$ cat config.mk
export PLATFORM = sky130hd
export DESIGN_NAME = intr_ctrl
export DESIGN_NICKNAME = d
export VERILOG_FILES = /design/src/rtl/rat_io_pkg.sv /design/src/rtl/intr_sync_edge.sv /design/src/rtl/intr_ctrl.sv
export SDC_FILE = /design/constraint.sdc
export NUM_CORES = 1
export LEC_CHECK = 0
export ABC_AREA = 1
export BUFFER_PORTS_ARGS = -buffer_cell sky130_fd_sc_hd__buf_2
export CORE_ASPECT_RATIO = 0.7
export CORE_UTILIZATION = 40
export CTS_CLUSTER_DIAMETER = 40
export DETAILED_ROUTE_END_ITERATION = 10
export SYNTH_ARGS = -nofsm -noshare
export SYNTH_HDL_FRONTEND = slang
export SYNTH_HIERARCHICAL = 1
export SYNTH_SLANG_ARGS = --single-unit
$ cat constraint.sdc
create_clock -name clk -period 3.5 [get_ports clk]
set_clock_uncertainty 0.15 [all_clocks]
set_input_delay 1.05 -clock clk [delete_from_list [all_inputs] [get_ports clk]]
set_output_delay 1.05 -clock clk [all_outputs]
set_load 0.005 [all_outputs]
$ cat src/rtl/rat_io_pkg.sv
// Shared definitions for RAT MCU I/O peripherals: port IDs, interrupt FSM
// state encoding and the source-ID width.
package rat_io_pkg;

  localparam logic [7:0] MASK_PORT = 8'hF0;
  localparam logic [7:0] PEND_PORT = 8'hF1;
  localparam logic [7:0] ID_PORT   = 8'hF2;

  localparam int ID_W = 3;

  typedef enum logic [1:0] {
    IDLE    = 2'd0,
    REQ     = 2'd1,
    SERVICE = 2'd2
  } intr_state_t;

endpackage

$ cat src/rtl/intr_sync_edge.sv
// Per-source two-flop synchroniser followed by a rising-edge detector.
// rise is a one-cycle pulse two clocks after the raw level is first sampled high.
module intr_sync_edge (
  input  logic clk,
  input  logic reset,
  input  logic src,
  output logic rise
);

  logic meta_reg;
  logic sync_reg;
  logic hist_reg;

  always_ff @(posedge clk) begin
    if (reset) begin
      meta_reg <= 1'b0;
      sync_reg <= 1'b0;
      hist_reg <= 1'b0;
    end else begin
      meta_reg <= src;
      sync_reg <= meta_reg;
      hist_reg <= sync_reg;
    end
  end

  assign rise = sync_reg & ~hist_reg;

endmodule

$ cat src/rtl/intr_ctrl.sv
// Prioritised interrupt controller: edge-detected sources, pending/mask state,
// global enable and the request/acknowledge/service handshake with the CPU.
module intr_ctrl #(
  parameter int         NUM_SRC   = 8,
  parameter logic [7:0] MASK_PORT = rat_io_pkg::MASK_PORT,
  parameter logic [7:0] PEND_PORT = rat_io_pkg::PEND_PORT,
  parameter logic [7:0] ID_PORT   = rat_io_pkg::ID_PORT
) (
  input  logic               clk,
  input  logic               reset,
  input  logic [NUM_SRC-1:0] irq_src,
  input  logic               io_strb,
  input  logic [7:0]         port_id,
  input  logic [7:0]         out_port,
  output logic [7:0]         in_data,
  output logic               in_hit,
  input  logic               int_en_set,
  input  logic               int_en_clr,
  input  logic               int_ack,
  output logic               interrupt,
  output logic [2:0]         int_id
);

  import rat_io_pkg::*;

  intr_state_t state_reg, state_next;

  logic [NUM_SRC-1:0] rise;
  logic [NUM_SRC-1:0] pending_reg, pending_next;
  logic [NUM_SRC-1:0] mask_reg, mask_next;
  logic [NUM_SRC-1:0] active;
  logic [ID_W-1:0]    id_reg, id_next;
  logic [ID_W-1:0]    win_id;
  logic               win_any;
  logic               gie_reg, gie_next;
  logic               ack_take;

  genvar gi;
  generate
    for (gi = 0; gi < NUM_SRC; gi++) begin : g_src
      intr_sync_edge u_sync (
        .clk   (clk),
        .reset (reset),
        .src   (irq_src[gi]),
        .rise  (rise[gi])
      );
    end
  endgenerate

  assign active   = pending_reg & mask_reg;
  assign win_any  = |active;
  assign ack_take = (state_reg == REQ) && int_ack;

  // Lowest index wins: scan downwards so the last hit is the smallest index.
  always_comb begin
    win_id = '0;
    for (int i = NUM_SRC - 1; i >= 0; i--) begin
      if (active[i]) win_id = ID_W'(i);
    end
  end

  // A new edge on the acknowledged source re-pends it: set after clear.
  always_comb begin
    pending_next = pending_reg;
    if (ack_take) pending_next[id_reg] = 1'b0;
    pending_next = pending_next | rise;
  end

  always_comb begin
    mask_next = mask_reg;
    if (io_strb && (port_id == MASK_PORT)) mask_next = out_port[NUM_SRC-1:0];
  end

  always_comb begin
    gie_next = gie_reg;
    if (int_en_clr || ack_take) gie_next = 1'b0;
    else if (int_en_set)        gie_next = 1'b1;
  end

  always_comb begin
    state_next = state_reg;
    id_next    = id_reg;
    case (state_reg)
      IDLE: begin
        if (gie_reg && win_any) begin
          id_next    = win_id;
          state_next = REQ;
        end
      end
      REQ: begin
        if (int_ack)                           state_next = SERVICE;
        else if (!gie_reg || !active[id_reg])  state_next = IDLE;
      end
      SERVICE: begin
        if (int_en_set && !int_en_clr) state_next = IDLE;
      end
      default: state_next = IDLE;
    endcase
  end

  always_ff @(posedge clk) begin
    if (reset) begin
      state_reg   <= IDLE;
      pending_reg <= '0;
      mask_reg    <= '0;
      gie_reg     <= 1'b0;
      id_reg      <= '0;
    end else begin
      state_reg   <= state_next;
      pending_reg <= pending_next;
      mask_reg    <= mask_next;
      gie_reg     <= gie_next;
      id_reg      <= id_next;
    end
  end

  assign interrupt = (state_reg == REQ);
  assign int_id    = id_reg;
  assign in_hit    = (port_id == PEND_PORT) || (port_id == ID_PORT);

  always_comb begin
    in_data = '0;
    if (port_id == PEND_PORT)    in_data[NUM_SRC-1:0] = pending_reg;
    else if (port_id == ID_PORT) in_data = {{(8 - ID_W){1'b0}}, id_reg};
  end

endmodule

==> report_table.html <==
<table>
<tr><th>Metric</th><th>Value</th></tr>
<tr><th colspan="2">Status</th></tr>
<tr><td>Run status</td><td>completed</td></tr>
<tr><th colspan="2">Timing</th></tr>
<tr><td>Final TNS setup</td><td>0 ns</td></tr>
<tr><td>Relative max-transition margin</td><td>74.0%</td></tr>
<tr><td>Final number of hold-violating endpoints</td><td>0</td></tr>
<tr><td>RSZ-0062 raised after global routing</td><td>false</td></tr>
<tr><td>Final number of setup-violating endpoints</td><td>0</td></tr>
<tr><td>Final period util</td><td>96.6%</td></tr>
<tr><td>Worst hold-check slack</td><td>0.249 ns</td></tr>
<tr><td>Achievable frequency</td><td>296 MHz</td></tr>
<tr><td>Period minus WS final</td><td>3.38 ns</td></tr>
<tr><td>Slew at the pin closest to its max-slew limit</td><td>0.388 ns</td></tr>
<tr><td>Max-slew violation total from the final report</td><td>0</td></tr>
<tr><th colspan="2">Synthesis</th></tr>
<tr><td>Cell type with the largest total area after synthesis</td><td>dfxtp_1</td></tr>
<tr><td>Synthesized instance count</td><td>260</td></tr>
<tr><td>Synthesized Nets</td><td>290</td></tr>
<tr><td>Share of Yosys cell area claimed by the top area cell type</td><td>49.9%</td></tr>
<tr><td>Seq/Total Area, Yosys</td><td>49.9%</td></tr>
<tr><td>Top area cells in the synthesized netlist</td><td>dfxtp_1 50%, inv_1 11%, nor2_1 11%</td></tr>
<tr><td>Flip-flop and latch count after synthesis</td><td>46</td></tr>
<tr><td>Synthesized area divided by synthesized cell count</td><td>7.09 um2</td></tr>
<tr><td>Netlist Area Pre-Place</td><td>1840 um2</td></tr>
<tr><td>Synth warnings</td><td>6</td></tr>
<tr><td>Number of unique standard cell types used by synthesis</td><td>19</td></tr>
<tr><th colspan="2">Pwr</th></tr>
<tr><td>Power Density</td><td>418 nW/um2</td></tr>
<tr><td>Switching share of power</td><td>21.6%</td></tr>
<tr><td>Internal Pwr Total</td><td>0.000723 W</td></tr>
<tr><td>Clock Power Share</td><td>34.9%</td></tr>
<tr><td>Leakage</td><td>1.08 nW</td></tr>
<tr><td>Max IR drop VDD</td><td>0.222 mV</td></tr>
<tr><td>Proportion of power drawn by combinational gates</td><td>5.7%</td></tr>
<tr><td>Register share of total power</td><td>59.4%</td></tr>
<tr><td>Net switching power figure</td><td>0.000199 W</td></tr>
<tr><th colspan="2">Die</th></tr>
<tr><td>Core region area</td><td>4380 um2</td></tr>
<tr><td>Overall die area</td><td>4890 um2</td></tr>
<tr><td>Boundary Pins</td><td>43</td></tr>
<tr><td>Initial Utilization</td><td>42.1%</td></tr>
<tr><td>Number of placement rows</td><td>20</td></tr>
<tr><td>Die extent in x</td><td>83.2 um</td></tr>
<tr><td>Height of the die</td><td>58.8 um</td></tr>
<tr><th colspan="2">Clock network</th></tr>
<tr><td>Number of buffers inserted by hold repair at cts</td><td>0</td></tr>
<tr><td>CTS Buf Count</td><td>5</td></tr>
<tr><td>Worst-path clk slew</td><td>0.08 ns</td></tr>
<tr><td>Post-cts gate resize count</td><td>0</td></tr>
<tr><td>Clock tree from TritonCTS</td><td>done</td></tr>
<tr><td>Count of clock tree sinks</td><td>46</td></tr>
<tr><td>Buffer depth of the longest clock path</td><td>2</td></tr>
<tr><td>Skew-Pair Late Insertion Delay</td><td>0.29 ns</td></tr>
<tr><td>Buffer count from post-CTS setup fixing</td><td>0</td></tr>
<tr><td>Number of H-tree branching levels</td><td>2</td></tr>
<tr><td>Buffer cell driving the clock tree root</td><td>clkbuf_8</td></tr>
<tr><th colspan="2">Setup path</th></tr>
<tr><td>Buffers &amp; Inverters on Critical Path</td><td>2</td></tr>
<tr><td>Critical path cell sequence</td><td>buf_2 -&gt; or2_4 -&gt; nor3b_2 -&gt; nand2_1 -&gt; nor2_1 -&gt; buf_2</td></tr>
<tr><td>Worst EP arrival</td><td>2.18 ns</td></tr>
<tr><td>Crit-path max FO</td><td>6</td></tr>
<tr><td>Setup crit start kind</td><td>input port</td></tr>
<tr><td>Most common cell type on the critical path</td><td>buf_2</td></tr>
<tr><td>CP Capture Type</td><td>output pin</td></tr>
<tr><td>CP max stage cell</td><td>or2_4</td></tr>
<tr><td>Largest delay contributor family on the critical path</td><td>simple AND/OR/NAND/NOR gates</td></tr>
<tr><td>Path type of the worst setup path</td><td>in -&gt; out</td></tr>
<tr><td>Largest stage delay, worst path</td><td>0.26 ns</td></tr>
<tr><td>Required time at the worst-slack endpoint</td><td>2.30 ns</td></tr>
<tr><th colspan="2">GRT</th></tr>
<tr><td>Wire length of the first global-routing pass</td><td>6.04 mm</td></tr>
<tr><td>Number of antenna violations at the first check in global routing</td><td>0</td></tr>
<tr><td>Via count of the first global-routing pass</td><td>1401</td></tr>
<tr><td>All-layer global routing usage</td><td>15.7%</td></tr>
<tr><td>Maximum number of pins on one net before global-route repair</td><td>37</td></tr>
<tr><td>Overall overflow remaining after global route</td><td>0</td></tr>
<tr><th colspan="2">Run</th></tr>
<tr><td>Count of max-cap constraint violations</td><td>0</td></tr>
<tr><th colspan="2">Final layout</th></tr>
<tr><td>Commonest cells after routing, fill and taps aside</td><td>55 x inv_1, 55 x nor2_1, 46 x dfxtp_1</td></tr>
<tr><td>Share of layout cells above drive strength 1</td><td>18.1%</td></tr>
<tr><td>Nets@finish</td><td>338</td></tr>
<tr><td>Syn-to-layout area delta</td><td>19.7%</td></tr>
<tr><td>Antenna diodes</td><td>0</td></tr>
<tr><th colspan="2">Placement</th></tr>
<tr><td>Routability congestion estimate</td><td>0.815</td></tr>
<tr><td>Count of buffers from port buffering</td><td>42</td></tr>
<tr><td>Final HPWL DP</td><td>2.71 mm</td></tr>
<tr><th colspan="2">Routing</th></tr>
<tr><td>DRT antenna net count</td><td>0</td></tr>
<tr><td>Total length of routed wires</td><td>3.55 mm</td></tr>
<tr><td>Via-per-instance ratio</td><td>4.50</td></tr>
<tr><td>Number of iterations in the first detailed-routing pass</td><td>4</td></tr>
<tr><td>DR vias</td><td>1639</td></tr>
<tr><td>Detailed-route DRC error count</td><td>0</td></tr>
<tr><td>Count of routing violations after the opening detailed-route iteration</td><td>43</td></tr>
<tr><td>Routed wire length per instance</td><td>9.75 um</td></tr>
<tr><th colspan="2">Hold path</th></tr>
<tr><td>Worst Hold Class</td><td>reg -&gt; reg</td></tr>
</table>
power by group through the flow:
stage          combinational (W)  clock (W)  sequential (W)
2_1_floorplan          0.0000272          0        0.000557
3_3_place_gp           0.0000524          0        0.000560
3_5_place_dp           0.0000535          0        0.000560
4_1_cts                0.0000538   0.000333        0.000547
5_1_grt                0.0000612   0.000359        0.000549
6_report               0.0000528   0.000322        0.000547
synth_stat cells, drive strengths merged:
| master | instances |
|---|---|
| a21oi | 24 |
| nor3b | 1 |
| nor4 | 1 |
| nor2 | 56 |
| nand2 | 39 |
| nor3 | 4 |
| clkbuf | 1 |
| dfxtp | 46 |
| o21ai | 18 |
| buf | 1 |
| nand3 | 12 |
| a31oi | 1 |
| inv | 55 |
| or2 | 1 |
final cells by class:
type                    instances  area (um2)
repair buffers                 43         218
clock buffers                   7        86.3
well taps                      55        68.8
fillers                       441        2170
flip-flops and latches         46         921
clock inverters                 1        5.00
multi-input cells             157         702
inverters                      55         206
path summary, 6_finish.rpt:
path,slack (ns),cells after the start,end,startpoint
min,0.25,2,g_src[1].u_sync/sync_reg,g_src[1].u_sync/meta_reg
max,0.12,6,in_data[3],port_id[3]
max reg2reg,1.95,6,pending_reg[4],state_reg[1]
min reg2reg,0.25,2,g_src[1].u_sync/sync_reg,g_src[1].u_sync/meta_reg
per-layer routing:
layer / share of wire [%] / up-vias / routed length, um / track usage, %
li1: - / 888 / - / -
met1: 51 / 707 / 1820 / 20.3
met2: 41 / 40 / 1460 / 25.2
met3: 6.6 / 4 / 233 / 4.77
met4: 1.1 / 0 / 38 / 5.91
met5: 0 / - / 0 / 0
cell families (layout without fill, tap and decap cells):
| group | after synthesis | count (layout) | synth area share, % |
|---|---|---|---|
| and+or+nand+nor | 114 | 114 | 26.1 |
| AOI/OAI and AO/OA | 43 | 43 | 11.9 |
| buffers and inverters | 57 | 106 | 12.0 |
| DFF | 46 | 46 | 49.9 |
through the flow:
stage	cells	utilization, %	power (W)	cell area [um2]	setup slack [ns]
floorplan	260	-	0.000584	1840	0.499
global placement	356	48.3	0.000612	2120	0.156
detailed placement	356	48.3	0.000613	2120	0.101
CTS	364	50.4	0.000934	2210	0.0930
global route	364	50.4	0.000969	2210	0.0180
finish	364	50.4	0.000922	2210	0.120
tightest hold or removal path, cell delays in order (launching register included):
cell and delay [ns]:
dfxtp_1 0.30, inv_1 0.04, nor2_1 0.03
(Power assumes the default switching activity.)
